`config.mk`:
```
export PLATFORM = sky130hd
export DESIGN_NAME = multicycle_ctrl_ws
export DESIGN_NICKNAME = d
export VERILOG_FILES = /design/src/rtl/multicycle_ctrl_pkg.sv /design/src/rtl/mem_wait_timer.sv /design/src/rtl/multicycle_ctrl_ws.sv
export SDC_FILE = /design/constraint.sdc
export NUM_CORES = 1
export LEC_CHECK = 0
export BUFFER_PORTS_ARGS = -buffer_cell sky130_fd_sc_hd__buf_2
export CORE_MARGIN = 4
export CORE_UTILIZATION = 52
export CTS_CLUSTER_DIAMETER = 100
export DETAILED_ROUTE_END_ITERATION = 12
export GPL_TIMING_DRIVEN = 1
export PLACE_DENSITY = 0.85
export SYNTH_ARGS = -nofsm -noshare
export SYNTH_HDL_FRONTEND = slang
export SYNTH_HIERARCHICAL = 1
export SYNTH_SLANG_ARGS = --single-unit
```
`constraint.sdc`:
```
create_clock -name clk -period 3.26 [get_ports clk]
set_input_delay 0.652 -clock clk [delete_from_list [all_inputs] [get_ports clk]]
set_output_delay 0.652 -clock clk [all_outputs]
set_load 0.02 [all_outputs]
```
`src/rtl/multicycle_ctrl_pkg.sv`:
```
// Shared encodings for the multicycle RV32I controller: opcodes, FSM states
// and the datapath mux/ALU select values.
package multicycle_ctrl_pkg;

  localparam logic [6:0] OP_R      = 7'b0110011;
  localparam logic [6:0] OP_I      = 7'b0010011;
  localparam logic [6:0] OP_LOAD   = 7'b0000011;
  localparam logic [6:0] OP_STORE  = 7'b0100011;
  localparam logic [6:0] OP_BRANCH = 7'b1100011;
  localparam logic [6:0] OP_JAL    = 7'b1101111;
  localparam logic [6:0] OP_JALR   = 7'b1100111;
  localparam logic [6:0] OP_LUI    = 7'b0110111;
  localparam logic [6:0] OP_AUIPC  = 7'b0010111;

  localparam logic [6:0] F7_MULDIV = 7'b0000001;

  typedef enum logic [4:0] {
    S_FETCH, S_DECODE, S_EX_R, S_EX_I, S_EX_AUIPC, S_EX_ADR,
    S_MEM_RD, S_MEM_WR, S_WB_MEM, S_WB_ALU, S_WB_LUI, S_EX_BR,
    S_JAL1, S_JAL2, S_JAL3, S_JALR1, S_JALR2,
    S_MD_START, S_MD_WAIT, S_WB_MD, S_TRAP
  } state_t;

  localparam logic [1:0] RES_ALUOUT = 2'b00;
  localparam logic [1:0] RES_DATA   = 2'b01;
  localparam logic [1:0] RES_ALU    = 2'b10;
  localparam logic [1:0] RES_IMM    = 2'b11;

  localparam logic [1:0] SRCA_PC    = 2'b00;
  localparam logic [1:0] SRCA_OLDPC = 2'b01;
  localparam logic [1:0] SRCA_RS1   = 2'b10;

  localparam logic [1:0] SRCB_RS2   = 2'b00;
  localparam logic [1:0] SRCB_IMM   = 2'b01;
  localparam logic [1:0] SRCB_FOUR  = 2'b10;

  localparam logic [1:0] ALU_ADD    = 2'b00;
  localparam logic [1:0] ALU_BR     = 2'b01;
  localparam logic [1:0] ALU_RFUNCT = 2'b10;
  localparam logic [1:0] ALU_IFUNCT = 2'b11;

  localparam logic [2:0] IMM_I = 3'b000;
  localparam logic [2:0] IMM_S = 3'b001;
  localparam logic [2:0] IMM_B = 3'b010;
  localparam logic [2:0] IMM_J = 3'b011;
  localparam logic [2:0] IMM_U = 3'b100;

endpackage

```
`src/rtl/mem_wait_timer.sv`:
```
// Counts cycles spent waiting on mem_ready; expired flags the wait cycle that
// reaches MEM_TIMEOUT. MEM_TIMEOUT=0 never expires.
module mem_wait_timer #(
  parameter int MEM_TIMEOUT = 16
) (
  input  logic clk,
  input  logic rst,
  input  logic clr,
  input  logic en,
  output logic expired
);

  localparam int CW = (MEM_TIMEOUT > 0) ? $clog2(MEM_TIMEOUT + 1) : 1;
  localparam logic [CW-1:0] LAST = CW'((MEM_TIMEOUT > 0) ? MEM_TIMEOUT - 1 : 0);

  logic [CW-1:0] cnt;

  always_ff @(posedge clk) begin
    if (rst || clr)                    cnt <= '0;
    else if (en && (MEM_TIMEOUT > 0))  cnt <= cnt + CW'(1);
  end

  // The wait cycle that would bring the count to the limit is the expiring one.
  assign expired = (MEM_TIMEOUT > 0) && en && (cnt == LAST);

endmodule

```
`src/rtl/multicycle_ctrl_ws.sv`:
```
// Main controller for the multicycle RV32I datapath with memory wait states,
// optional mul/div sequencing, AUIPC and a sticky trap state.
module multicycle_ctrl_ws
  import multicycle_ctrl_pkg::*;
#(
  parameter int MEM_TIMEOUT     = 16,
  parameter bit MULDIV_EN       = 1'b1,
  parameter bit AUIPC_EN        = 1'b1,
  parameter bit TRAP_ON_ILLEGAL = 1'b1
) (
  input  logic       clk,
  input  logic       rst,
  input  logic [6:0] op,
  input  logic [6:0] funct7,
  input  logic       mem_ready,
  input  logic       md_done,
  output logic       mem_req,
  output logic       adrSrc,
  output logic       memWrite,
  output logic       IRWrite,
  output logic       PCUpdate,
  output logic       branch,
  output logic       regWrite,
  output logic [1:0] resultSrc,
  output logic [1:0] ALUSrcA,
  output logic [1:0] ALUSrcB,
  output logic [1:0] ALUOp,
  output logic [2:0] immSrc,
  output logic       md_start,
  output logic       md_sel,
  output logic       trap
);

  localparam state_t ILL_NXT = TRAP_ON_ILLEGAL ? S_TRAP : S_FETCH;

  state_t state, nxt;
  logic   in_mem, waiting, clr, expired;

  assign in_mem  = (state == S_FETCH) || (state == S_MEM_RD) || (state == S_MEM_WR);
  assign waiting = in_mem && !mem_ready;
  assign clr     = (nxt != state) &&
                   ((nxt == S_FETCH) || (nxt == S_MEM_RD) || (nxt == S_MEM_WR));

  mem_wait_timer #(.MEM_TIMEOUT(MEM_TIMEOUT)) u_timer (
    .clk(clk), .rst(rst), .clr(clr), .en(waiting), .expired(expired)
  );

  always_comb begin
    nxt = state;
    case (state)
      S_FETCH:    if (mem_ready) nxt = S_DECODE; else if (expired) nxt = S_TRAP;
      S_DECODE: begin
        case (op)
          OP_R:      nxt = (MULDIV_EN && funct7 == F7_MULDIV) ? S_MD_START : S_EX_R;
          OP_I:      nxt = S_EX_I;
          OP_LOAD,
          OP_STORE:  nxt = S_EX_ADR;
          OP_BRANCH: nxt = S_EX_BR;
          OP_JAL:    nxt = S_JAL1;
          OP_JALR:   nxt = S_JALR1;
          OP_LUI:    nxt = S_WB_LUI;
          OP_AUIPC:  nxt = AUIPC_EN ? S_EX_AUIPC : ILL_NXT;
          default:   nxt = ILL_NXT;
        endcase
      end
      S_EX_R, S_EX_I, S_EX_AUIPC: nxt = S_WB_ALU;
      S_EX_ADR:   nxt = (op == OP_STORE) ? S_MEM_WR : S_MEM_RD;
      S_MEM_RD:   if (mem_ready) nxt = S_WB_MEM; else if (expired) nxt = S_TRAP;
      S_MEM_WR:   if (mem_ready) nxt = S_FETCH;  else if (expired) nxt = S_TRAP;
      S_JAL1:     nxt = S_JAL2;
      S_JAL2:     nxt = S_JAL3;
      S_JALR1:    nxt = S_JALR2;
      S_JALR2:    nxt = S_WB_ALU;
      // md_done during MD_START belongs to no request and is dropped.
      S_MD_START: nxt = S_MD_WAIT;
      S_MD_WAIT:  if (md_done) nxt = S_WB_MD;
      S_TRAP:     nxt = S_TRAP;
      default:    nxt = S_FETCH;
    endcase
  end

  always_ff @(posedge clk) begin
    if (rst) state <= S_FETCH;
    else     state <= nxt;
  end

  always_comb begin
    mem_req = 1'b0; adrSrc = 1'b0; memWrite = 1'b0; IRWrite = 1'b0;
    PCUpdate = 1'b0; branch = 1'b0; regWrite = 1'b0; md_start = 1'b0;
    md_sel = 1'b0; trap = 1'b0;
    resultSrc = RES_ALUOUT; ALUSrcA = SRCA_PC; ALUSrcB = SRCB_RS2;
    ALUOp = ALU_ADD; immSrc = IMM_I;
    if (!rst) begin
      case (state)
        S_FETCH: begin
          mem_req = 1'b1; ALUSrcB = SRCB_FOUR; resultSrc = RES_ALU;
          IRWrite = mem_ready; PCUpdate = mem_ready;
        end
        S_DECODE:   begin ALUSrcA = SRCA_OLDPC; ALUSrcB = SRCB_IMM; immSrc = IMM_B; end
        S_EX_R:     begin ALUSrcA = SRCA_RS1; ALUSrcB = SRCB_RS2; ALUOp = ALU_RFUNCT; end
        S_EX_I:     begin ALUSrcA = SRCA_RS1; ALUSrcB = SRCB_IMM; ALUOp = ALU_IFUNCT; end
        S_EX_AUIPC: begin ALUSrcA = SRCA_OLDPC; ALUSrcB = SRCB_IMM; immSrc = IMM_U; end
        S_EX_ADR: begin
          ALUSrcA = SRCA_RS1; ALUSrcB = SRCB_IMM;
          immSrc  = (op == OP_STORE) ? IMM_S : IMM_I;
        end
        S_MEM_RD:   begin mem_req = 1'b1; adrSrc = 1'b1; end
        S_MEM_WR:   begin mem_req = 1'b1; adrSrc = 1'b1; memWrite = 1'b1; end
        S_WB_MEM:   begin resultSrc = RES_DATA; regWrite = 1'b1; end
        S_WB_ALU:   begin resultSrc = RES_ALUOUT; regWrite = 1'b1; end
        S_WB_LUI:   begin resultSrc = RES_IMM; immSrc = IMM_U; regWrite = 1'b1; end
        S_EX_BR: begin
          ALUSrcA = SRCA_RS1; ALUSrcB = SRCB_RS2; ALUOp = ALU_BR; branch = 1'b1;
        end
        S_JAL1:     begin ALUSrcA = SRCA_OLDPC; ALUSrcB = SRCB_FOUR; end
        S_JAL2: begin
          regWrite = 1'b1; resultSrc = RES_ALUOUT;
          ALUSrcA = SRCA_OLDPC; ALUSrcB = SRCB_IMM; immSrc = IMM_J;
        end
        S_JAL3:     begin PCUpdate = 1'b1; resultSrc = RES_ALUOUT; end
        S_JALR1:    begin ALUSrcA = SRCA_RS1; ALUSrcB = SRCB_IMM; immSrc = IMM_I; end
        S_JALR2: begin
          PCUpdate = 1'b1; resultSrc = RES_ALUOUT;
          ALUSrcA = SRCA_OLDPC; ALUSrcB = SRCB_FOUR;
        end
        S_MD_START: md_start = 1'b1;
        S_WB_MD:    begin md_sel = 1'b1; regWrite = 1'b1; end
        S_TRAP:     trap = 1'b1;
        default: ;
      endcase
    end
  end

endmodule

```
* After elaboration in Yosys (flattened, before gate mapping)
Cells that the tools add are included. W data, S select, Z words.
Word-level totals: register bits 10, latch bits 0, bits in writable memories 0, memory bits (read-only) 0, input port bits 18, output and inout port bits 21, logic and storage cells 99, memories kept 0
Cells by class: $add $sub $neg 1, multipliers 0, divide/modulo/power cells 0, magnitude comparators 0, equal/unequal tests 34, shifts and indexed selects 0, multiplexer cells 40, bitwise logic cells 0, reduce and logical (&&, ||, !) cells 22
Operators by type and width (number):
- $pmux W5 S12 | 1
- $eq A5 B4 Y1 const B | 9
- $pmux W5 S8 | 1
- $eq A5 B3 Y1 const B | 6
- $mux W5 | 6
- $eq A5 B5 Y1 const B | 5
- $eq A7 B6 Y1 const B | 3
- $eq A7 B7 Y1 const B | 3
- $mux W1 | 21
- $reduce_or A5 Y1 | 3
- $eq A7 B5 Y1 const B | 2
- $pmux W2 S3 | 2
- $pmux W3 S4 | 1
- $eq A5 B2 Y1 const B | 2
- $logic_not A5 Y1 | 2
- $mux W2 | 4
- $pmux W2 S2 | 2
- $reduce_or A2 Y1 | 4
- $eq A7 B1 Y1 const B | 1
- $eq A7 B2 Y1 const B | 1
- $reduce_or A3 Y1 | 2
- $reduce_or A6 Y1 | 1
- $add A5 B1 Y5 const B | 1
- $eq A5 B1 Y1 const B | 1
- 7 further kinds | 13

* Depth between registers and ports, before layout
Gate-level depths: netlist of run 1.
depth after elaboration 13, gate-level depth with buffers 13, depth with buffers taken out 12

* Hierarchy
Netlist of run 1, hierarchy kept.
Modules (own cells, without submodules):
- multicycle_ctrl_ws | times used 1, cells an instance 165, area an instance 1063.5 um^2, sequential area each 100.1 um^2
- mem_wait_timer | times used 1, cells an instance 25, area an instance 272.8 um^2, sequential area each 100.1 um^2

* Worst setup path after synthesis of run 1
Ideal clock, no wire load.
kind input to output, from in mem_ready, to out PCUpdate, data arrival time 2032 ps, required time 2608 ps, setup slack 576 ps, stages on the path 8, buffers on the path 1, cell sequence nor3_2 > a21boi_4 > buf_6 > and2_1 > nand2b_1 > a311oi_1 > a31oi_1 > nor3_1
On the way: cells in the longest elaborated chain, start to end 2
Ends and longest elaborated chain:
- start: declaration | line multicycle_ctrl_ws.sv:15 | input logic mem_ready,
- $pmux W1 S2 | line multicycle_ctrl_ws.sv:94 | case (state)
- $mux W1 | line multicycle_ctrl_ws.sv:93 | if (!rst) begin
- end: declaration | line multicycle_ctrl_ws.sv:21 | output logic PCUpdate,
Every way passes these cells.

==> metrics.md, run 1 <==
| Metric | Value |
|---|---|
| R2R setup slack | `0.48 ns` |
| Ys flop type | `dfxtp_1` |
| Area fraction in compound gates after synthesis | `0.279` |
| Max Cap Violations | `0` |
| Initial antenna violation count | `0` |
| Post-layout power | `1.28 mW` |
| Net Switching | `0.703 mW` |
| Synth Register Bits | `10` |
| Hold_sp | `u_timer/cnt[4]$_SDFFE_PP0P_` |
| Worst slew pin tran | `0.530 ns` |
| Post-Syn Area | `0.00134 sq mm` |
| TritonCTS clock tree | `yes` |
| Ant diodes | `0` |
| Power per Cell Area | `830 mW/mm^2` |
| Post-DP HPWL | `2610 um` |
| Sw Ratio | `0.550` |
| DRT iter0 DRCs | `131` |
| Slew Limit Fails | `0` |
| Largest family of logic cells by synthesized area | `simple AND/OR/NAND/NOR gates` |
| Routed Antenna Nets | `0` |
| CP required | `2.61 ns` |
| Pin count of the biggest net entering global routing | `29` |
| CP arrival | `2.27 ns` |
| Height of the die | `58.7 um` |
| Worst Reg-to-Reg Cells | `12` |
| R2r startpoint | `u_timer/cnt[0]$_SDFFE_PP0P_` |
| Worst-skew pair later-pin latency | `0.26 ns` |
| Critical Path, Cell by Cell | `ha_1, and3_1, ha_1, and2_1, nand2b_1, a311oi_1, a31oi_1, nor3_1, buf_2` |
| Worst setup margin | `0.334 ns` |
| Syn_nets | `210` |
| Synth unique cells | `62` |
| YS warnings | `6` |
| Setup violators final | `0` |
| Worst vdd ir | `0.558 mV` |
| CTS resizes | `0` |
| CTS Sinks | `10` |
| Hold-fix buffers, CTS | `0` |
| Xor-xnor portion of the synthesized cell area | `0.0197` |
| R2r endpoint | `u_timer/cnt[4]$_SDFFE_PP0P_` |
| Placement Cell Area | `0.00152 sq mm` |
| Simple-gate area share of the yosys netlist | `0.415` |
| Hold Path Depth | `2` |
| Hold Violations, Final | `0` |
| Setup TNS | `0 ns` |
| Mapped Avg Cell Area | `7.03 sq um` |
| Clock buffer depth | `2` |
| Post-synthesis adder-cell area fraction | `0.0187` |
| Slowest CP cell | `dfxtp_1` |
| Post-route cell area | `0.00154 sq mm` |
| Leakage | `0.656 nW` |
| Ports | `39` |
| First-pass GRT wire length | `5850 um` |
| Family with the most delay on the worst path | `simple AND/OR/NAND/NOR gates` |
| Post-synth EDFFs | `0` |
| Buffers & Inverters on Critical Path | `1` |
| RSZ-0062 raised after global routing | `no` |
| Fin crit period | `2.93 ns` |
| Root Buffer | `clkbuf_4` |
| NumNets Final | `244` |
| Die area | `0.00344 sq mm` |
| Asr flop ratio synth | `0` |
| DR pass1 iterations | `5` |
| Hold WC Path Type | `reg2reg` |
| Clock transition at the registers of the reported paths | `0.06 ns` |
| Status | `finished, final reports clean` |
| Final core occ | `0.627` |
| I/O Buffers | `38` |
| Layout cell share with drive strength beyond 1 | `0.266` |
| Most common cell after layout, fill and taps aside | `buf_2` |
| Crit path capture type | `output port` |
| Fin crit share | `0.898` |
| Flop pwr share | `0.162` |
| CTS Buf Count | `3` |
| H-Tree Depth | `1` |
| Final wirelength | `3490 um` |
| Starting Density | `0.544` |
| Logic gate share of total power | `0.777` |
| Cell-internal power | `0.575 mW` |
| Via count | `1553` |
| Cell repeated most along the worst path | `ha_1` |
| Routed WL per cell | `13.9 um` |
| Slew headroom | `0.646` |
| Clk pwr share | `0.061` |
| Hold EP | `u_timer/cnt[4]$_SDFFE_PP0P_` |
| Area grow syn2layout | `15.3%` |
| GRT Total Usage | `0.210` |
| Post-synthesis sequential area ratio | `0.150` |
| Floorplan core area | `0.00245 sq mm` |
| Setup bufs post-CTS | `0` |
| Vias in the first global route | `1338` |
| Grt ovf | `0` |
| Clock Skew | `0.00318 ns` |
| CP Launch Type | `flip-flop` |
| Via density | `6.16` |
| Routability cong. | `0.976` |
| Pre-CTS setup slack | `0.467 ns` |
| Mux contribution to synthesized area | `0.0187` |
| Std-Cell Rows | `18` |
| DRC Markers | `0` |
| Crit path kind | `reg2out` |
| Die width | `58.7 um` |
| Most frequent cells in the layout | `38 x buf_2, 26 x nor2_1, 14 x a21oi_1, 11 x nor4_1, 11 x nor3_1` |
| FMAX | `0.342 GHz` |
| Synth Instances | `190` |
| Maximum net fanout on the critical path | `4` |
| Worst path max stage delay | `0.35 ns` |
## worst max-delay path by stage
stage / start / end / slack [ns] / cells after the start
after global placement: mem_ready / u_timer/cnt[4]$_SDFFE_PP0P_ / 0.53 / 12
final: u_timer/cnt[0]$_SDFFE_PP0P_ / PCUpdate / 0.33 / 9
after CTS: u_timer/cnt[0]$_SDFFE_PP0P_ / PCUpdate / 0.33 / 9
after global routing: u_timer/cnt[0]$_SDFFE_PP0P_ / PCUpdate / 0.13 / 9
after detailed placement: mem_ready / u_timer/cnt[4]$_SDFFE_PP0P_ / 0.47 / 12
after floorplan: mem_ready / PCUpdate / 0.58 / 8
## tightest hold or removal path, stage by stage, from the launching register on
cell and delay (ns):
dfxtp_1 0.30, nor2_1 0.13, a211oi_2 0.04
## power by group through the flow
stage	Combinational [mW]	Clock [mW]	Sequential (mW)
final	0.993	0.0782	0.207
after detailed placement	0.971	0	0.209
after CTS	0.975	0.0829	0.206
after global routing	1.09	0.0888	0.212
after global placement	0.969	0	0.207
after floorplan	0.803	0	0.180
## cell usage after synthesis (2+ instances only)
cell type | n | area, sq um
a21oi_1 | 14 | 70.1
a31oi_1 | 5 | 31.3
a32o_1 | 2 | 20.0
and3_1 | 4 | 25.0
buf_2 | 4 | 20.0
buf_4 | 2 | 15.0
buf_6 | 3 | 33.8
clkbuf_1 | 5 | 18.8
dfxtp_1 | 10 | 200
ha_1 | 2 | 25.0
inv_1 | 10 | 37.5
nand2_1 | 8 | 30.0
nand2b_1 | 7 | 43.8
nand3_1 | 3 | 15.0
nand3b_1 | 4 | 30.0
nand4_1 | 2 | 12.5
nor2_1 | 26 | 97.6
nor2b_1 | 3 | 18.8
nor3_1 | 11 | 55.1
nor4_1 | 11 | 68.8
nor4b_1 | 2 | 17.5
o211ai_1 | 2 | 15.0
o21ai_0 | 8 | 40.0
or2_1 | 2 | 12.5
or3_1 | 2 | 12.5
xor2_1 | 2 | 17.5
## sequential cells by signal, indices dropped and copies added, names as in the netlist
name / count
state: 5
u_timer/cnt: 5
## cell type report
type	instances	area, sq um
clock buffer	3	22.5
fill	222	915
inverter	11	41.3
multi-input combinational	154	1000
sequential	10	200
tap	30	37.5
timing repair buffer	44	235
## cell families after synthesis
kind of cell,Yosys count
simple gates,96
xor+xnor,3
flops,10
fa+ha+maj,2
mux,2
compound gates,51
buf+inv,26
## metal layers
| metal | wire [um] | vias to the layer above | track usage |
|---|---|---|---|
| li1 | - | 776 | - |
| met1 | 1490 | 671 | 0.276 |
| met2 | 1550 | 102 | 0.360 |
| met3 | 433 | 4 | 0.0439 |
| met4 | 17 | 0 | 0.0324 |
| met5 | 0 | - | 0 |
## per-stage QoR
step,hold slack [ns],instances
6_report,0.521,252
5_1_grt,0.555,252
4_1_cts,0.523,252
3_5_place_dp,0.515,249
3_3_place_gp,0.519,249
2_1_floorplan,0.496,190
Power figures use the tool's default switching activity.
==> inputs of run 2 (changes only) <==
--- a/config.mk
+++ b/config.mk
@@ -11,7 +11,7 @@
 export CTS_CLUSTER_DIAMETER = 100
 export DETAILED_ROUTE_END_ITERATION = 12
 export GPL_TIMING_DRIVEN = 1
-export PLACE_DENSITY = 0.85
+export PLACE_DENSITY = 0.9
 export SYNTH_ARGS = -nofsm -noshare
 export SYNTH_HDL_FRONTEND = slang
 export SYNTH_HIERARCHICAL = 1
==> run 2 against run 1 <==
Against the previous run: combinational power is essentially flat; utilization grew 0.31 points; wire length grew 6.1%; sequential share of layout area shrank 0.063 points; register-to-register slack lost 0.02 ns; sequential power is essentially flat; worst setup slack gained 0.030 ns; cell count grew 0.40%; die area is the same; fmax grew 1.0%; final area grew 0.49%; power grew 1.1%; critical path type unchanged; largest power group unchanged.
==> metrics.md, run 2 (synthesis gave the netlist of run 1 again) <==
| Metric | Value |
|---|---|
| Clock transition at the registers of the reported paths | `0.06 ns` |
| Height of the die | `58.7 um` |
| Routed Antenna Nets | `0` |
| NumNets Final | `245` |
| CTS Sinks | `10` |
| R2R setup slack | `0.46 ns` |
| Leakage | `0.661 nW` |
| Starting Density | `0.544` |
| Final cell count without fillers | `253` |
| Post-route cell area | `0.00155 sq mm` |
| Maximum net fanout on the critical path | `4` |
| Area grow syn2layout | `15.8%` |
| Std-Cell Rows | `18` |
| Placed cells | `250` |
| Layout cell share with drive strength beyond 1 | `0.269` |
| Fin crit share | `0.888` |
| CP arrival | `2.24 ns` |
| Worst slew pin tran | `0.586 ns` |
| Largest regs | `state x5, u_timer/cnt x5` |
| Crit path capture type | `output port` |
| Pin count of the biggest net entering global routing | `29` |
| R2r startpoint | `u_timer/cnt[0]$_SDFFE_PP0P_` |
| CTS resizes | `0` |
| Die width | `58.7 um` |
| Setup bufs post-CTS | `0` |
| Crit path from | `u_timer/cnt[0]$_SDFFE_PP0P_` |
| Slew Limit Fails | `0` |
| Hold EP | `u_timer/cnt[4]$_SDFFE_PP0P_` |
| Slew headroom | `0.609` |
| Worst Reg-to-Reg Cells | `12` |
| Via density | `6.24` |
| Placement Cell Area | `0.00153 sq mm` |
| Max Cap Violations | `0` |
| Post-DP HPWL | `2840 um` |
| Root Buffer | `clkbuf_4` |
| Final wirelength | `3710 um` |
| Ant diodes | `0` |
| Hold-fix buffers, CTS | `0` |
| DRC Markers | `0` |
| TritonCTS clock tree | `yes` |
| Initial antenna violation count | `0` |
| Die area | `0.00344 sq mm` |
| FMAX | `0.345 GHz` |
| H-Tree Depth | `1` |
| RSZ-0062 raised after global routing | `no` |
| # fillers | `227` |
| Crit path kind | `reg2out` |
| Worst vdd ir | `0.533 mV` |
| Power per Cell Area | `835 mW/mm^2` |
| DRT iter0 DRCs | `132` |
| CTS Buf Count | `3` |
| Routed WL per cell | `14.6 um` |
| CP required | `2.61 ns` |
| Post-layout power | `1.29 mW` |
| Fin crit period | `2.90 ns` |
| Setup TNS | `0 ns` |
| R2r endpoint | `u_timer/cnt[4]$_SDFFE_PP0P_` |
| First-pass GRT wire length | `6070 um` |
| Routability cong. | `0.917` |
| Clock buffer depth | `2` |
| Via count | `1578` |
| Status | `finished, final reports clean` |
| I/O Buffers | `38` |
| Pre-CTS setup slack | `0.467 ns` |
| Worst setup margin | `0.364 ns` |
| Most frequent cells in the layout | `38 x buf_2, 26 x nor2_1, 14 x a21oi_1, 11 x nor4_1, 11 x nor3_1` |
| Hold_sp | `u_timer/cnt[4]$_SDFFE_PP0P_` |
| Worst-skew pair later-pin latency | `0.26 ns` |
| Most common cell after layout, fill and taps aside | `buf_2` |
| Ports | `39` |
| Floorplan core area | `0.00245 sq mm` |
| Vias in the first global route | `1389` |
| Hold Path Depth | `2` |
| DR pass1 iterations | `4` |
| Setup violators final | `0` |
| CP Launch Type | `flip-flop` |
| Grt ovf | `0` |
| Final core occ | `0.630` |
| Final Hold Slack | `0.521 ns` |
| Hold Violations, Final | `0` |
| GRT Total Usage | `0.216` |
| Clock Skew | `0.00156 ns` |
| Hold WC Path Type | `reg2reg` |
==> run 2: worst max-delay path by stage <==
stage                                        endpoint  slack, ns  depth (start not counted)
final                                        PCUpdate       0.36                          9
after CTS                                    PCUpdate       0.35                          9
after global routing                         PCUpdate       0.18                          8
after detailed placement  u_timer/cnt[4]$_SDFFE_PP0P_       0.47                         12
after global placement    u_timer/cnt[4]$_SDFFE_PP0P_       0.57                         12
after floorplan                              PCUpdate       0.58                          8
==> run 2: area by class of cell <==
type / instances / area [sq um] / share of cell area
flip-flops and latches: 10 / 200 / 0.129
clock buffers: 3 / 22.5 / 0.0146
multi-input cells: 154 / 1000 / 0.648
well taps: 30 / 37.5 / 0.0243
inverters: 11 / 41.3 / 0.0267
repair buffers: 45 / 243 / 0.157
==> run 2: critical path, stage by stage (launching register included) <==
cell      delay (ns)
dfxtp_1         0.35
ha_1            0.24
and3_1          0.20
ha_1            0.18
and2_1          0.19
nand2b_1        0.17
a311oi_1        0.28
a31oi_1         0.07
nor3_1          0.12
buf_2           0.19
==> run 2: routing by layer <==
layer,wire (um),global-route usage,up-vias
met5,0,0,-
met4,55,0.0485,0
met3,389,0.0329,8
met2,1740,0.367,94
met1,1520,0.288,697
li1,-,-,779
==> run 2: power by group <==
part / internal (mW) / switching, mW / leakage (nW)
combinational: 0.385 / 0.620 / 0.566
clock: 0.0424 / 0.0369 / 0.0138
sequential: 0.156 / 0.0517 / 0.0815
total: 0.583 / 0.709 / 0.661
==> inputs of run 3 (changes only) <==
--- a/config.mk
+++ b/config.mk
@@ -5,7 +5,7 @@
 export SDC_FILE = /design/constraint.sdc
 export NUM_CORES = 1
 export LEC_CHECK = 0
-export BUFFER_PORTS_ARGS = -buffer_cell sky130_fd_sc_hd__buf_2
+export BUFFER_PORTS_ARGS = -buffer_cell sky130_fd_sc_hd__buf_4
 export CORE_MARGIN = 4
 export CORE_UTILIZATION = 52
 export CTS_CLUSTER_DIAMETER = 100
==> run 3 against run 2 <==
Against the previous run: fmax shrank 0.14%; first-iteration DRC count fell by 21%; worst hold slack improved by 0.019 ns; critical path depth stayed put; utilization increased by 4.1 points; register-to-register slack got worse by 0.02 ns; power grew 4.8%; sequential share of layout area decreased by 0.79 points; worst setup slack worse by 0.0039 ns; global-route usage increased by 0.89 points; largest power group unchanged; highest routed layer unchanged.
==> metrics.md, run 3 (synthesis gave the netlist of run 1 again) <==
| Metric | Value |
|---|---|
| Buffers & Inverters on Critical Path | `1` |
| Worst Reg-to-Reg Cells | `12` |
| Most common cell after layout, fill and taps aside | `buf_4` |
| Layout cell share with drive strength beyond 1 | `0.269` |
| Die area | `0.00344 sq mm` |
| Worst-skew pair later-pin latency | `0.27 ns` |
| Setup violators final | `0` |
| Cell repeated most along the worst path | `ha_1` |
| Routed WL per cell | `14.8 um` |
| Worst slew pin tran | `0.453 ns` |
| Initial antenna violation count | `0` |
| Largest regs | `state x5, u_timer/cnt x5` |
| DRC Markers | `0` |
| Status | `finished, final reports clean` |
| Worst vdd ir | `0.483 mV` |
| Floorplan core area | `0.00245 sq mm` |
| R2r startpoint | `u_timer/cnt[0]$_SDFFE_PP0P_` |
| CTS resizes | `0` |
| Most frequent cells in the layout | `44 x buf_4, 26 x nor2_1, 14 x a21oi_1, 11 x nor4_1, 11 x nor3_1` |
| Family with the most delay on the worst path | `simple AND/OR/NAND/NOR gates` |
| Vias in the first global route | `1408` |
| Worst path max stage delay | `0.35 ns` |
| Max Cap Violations | `0` |
| Slowest CP cell | `dfxtp_1` |
| Maximum net fanout on the critical path | `4` |
| Setup TNS | `0 ns` |
| CTS Buf Count | `3` |
| Pin count of the biggest net entering global routing | `29` |
| FMAX | `0.345 GHz` |
| CP required | `2.61 ns` |
| Slew Limit Fails | `0` |
| Hold EP | `u_timer/cnt[4]$_SDFFE_PP0P_` |
| Fin crit period | `2.90 ns` |
| R2r endpoint | `u_timer/cnt[4]$_SDFFE_PP0P_` |
| Height of the die | `58.7 um` |
| Hold_sp | `u_timer/cnt[4]$_SDFFE_PP0P_` |
| Leakage | `0.678 nW` |
| Hold Violations, Final | `0` |
| Via density | `6.30` |
| RSZ-0062 raised after global routing | `no` |
| Area grow syn2layout | `23.4%` |
| Pre-CTS setup slack | `0.530 ns` |
| Final wirelength | `3740 um` |
| Crit path capture type | `output port` |
| Worst setup margin | `0.360 ns` |
| H-Tree Depth | `1` |
| CP Launch Type | `flip-flop` |
| Ports | `39` |
| Ant diodes | `0` |
| DRT iter0 DRCs | `104` |
| Post-layout power | `1.35 mW` |
| TritonCTS clock tree | `yes` |
| Routability cong. | `0.935` |
| Hold-fix buffers, CTS | `0` |
| I/O Buffers | `38` |
| Clock Skew | `0.000959 ns` |
| Grt ovf | `0` |
| Power per Cell Area | `821 mW/mm^2` |
| Crit path kind | `reg2out` |
| Routed Antenna Nets | `0` |
| Critical Path, Cell by Cell | `ha_1, and3_1, ha_1, and2_1, nand2b_1, a311oi_1, a31oi_1, nor3_1, buf_4` |
| Clock transition at the registers of the reported paths | `0.06 ns` |
| NumNets Final | `244` |
| Hold Path Depth | `2` |
| Post-DP HPWL | `2890 um` |
| Root Buffer | `clkbuf_4` |
| Setup bufs post-CTS | `0` |
| Placed cells | `249` |
| Die width | `58.7 um` |
| CTS Sinks | `10` |
| Via count | `1595` |
| Clock buffer depth | `2` |
| First-pass GRT wire length | `6240 um` |
| R2R setup slack | `0.44 ns` |
| Slew headroom | `0.698` |
| Starting Density | `0.544` |
| Final cell count without fillers | `253` |
| CP arrival | `2.25 ns` |
| DR pass1 iterations | `5` |
| GRT Total Usage | `0.225` |
| Hold WC Path Type | `reg2reg` |
| Fin crit share | `0.890` |
| Std-Cell Rows | `18` |
run 3: how the worst max path moves through the flow:
stage                                startpoint                          end  slack [ns]  depth (start not counted)
global placement                      mem_ready  u_timer/cnt[4]$_SDFFE_PP0P_        0.57                         12
detailed placement                    mem_ready  u_timer/cnt[3]$_SDFFE_PP0P_        0.53                         12
global route        u_timer/cnt[0]$_SDFFE_PP0P_                     PCUpdate        0.14                          9
CTS                 u_timer/cnt[0]$_SDFFE_PP0P_                     PCUpdate        0.35                          9
finish              u_timer/cnt[0]$_SDFFE_PP0P_                     PCUpdate        0.36                          9
floorplan                             mem_ready                     PCUpdate        0.58                          8
run 3: power breakdown:
group | leakage, nW | total (mW) | switching [mW] | internal [mW]
combinational | 0.576 | 1.02 | 0.600 | 0.416
clock | 0.0210 | 0.111 | 0.0430 | 0.0679
sequential | 0.0815 | 0.227 | 0.0716 | 0.156
run 3: area by class of cell:
| cell class | count | area [sq um] |
|---|---|---|
| clock buffers | 4 | 36.3 |
| fillers | 225 | 806 |
| inverters | 11 | 41.3 |
| multi-input cells | 154 | 1000 |
| flip-flops and latches | 10 | 200 |
| well taps | 30 | 37.5 |
| repair buffers | 44 | 330 |
run 3: per-layer routing:
| metal | global-route usage | vias to the layer above | wire [um] |
|---|---|---|---|
| met5 | 0 | - | 0 |
| met4 | 0.0841 | 0 | 112 |
| met2 | 0.380 | 101 | 1750 |
| met1 | 0.280 | 702 | 1510 |
| met3 | 0.0482 | 20 | 366 |
| li1 | - | 772 | - |
run 3: per-stage QoR:
step / area, sq um / hold slack, ns / utilization
after floorplan: 1340 / 0.496 / -
after CTS: 1650 / 0.542 / 0.672
after detailed placement: 1610 / 0.512 / 0.657
after global routing: 1650 / 0.585 / 0.672
final: 1650 / 0.540 / 0.672
after global placement: 1610 / 0.519 / 0.657
run 3: worst reg2reg max path: cells and delay by family, from the launching register on:
| kind | cells | cell delay (ns) |
|---|---|---|
| adders and majority gates | 2 | 0.41 |
| DFF | 1 | 0.35 |
| and+or+nand+nor | 4 | 0.85 |
| AOI/OAI and AO/OA | 6 | 1.13 |
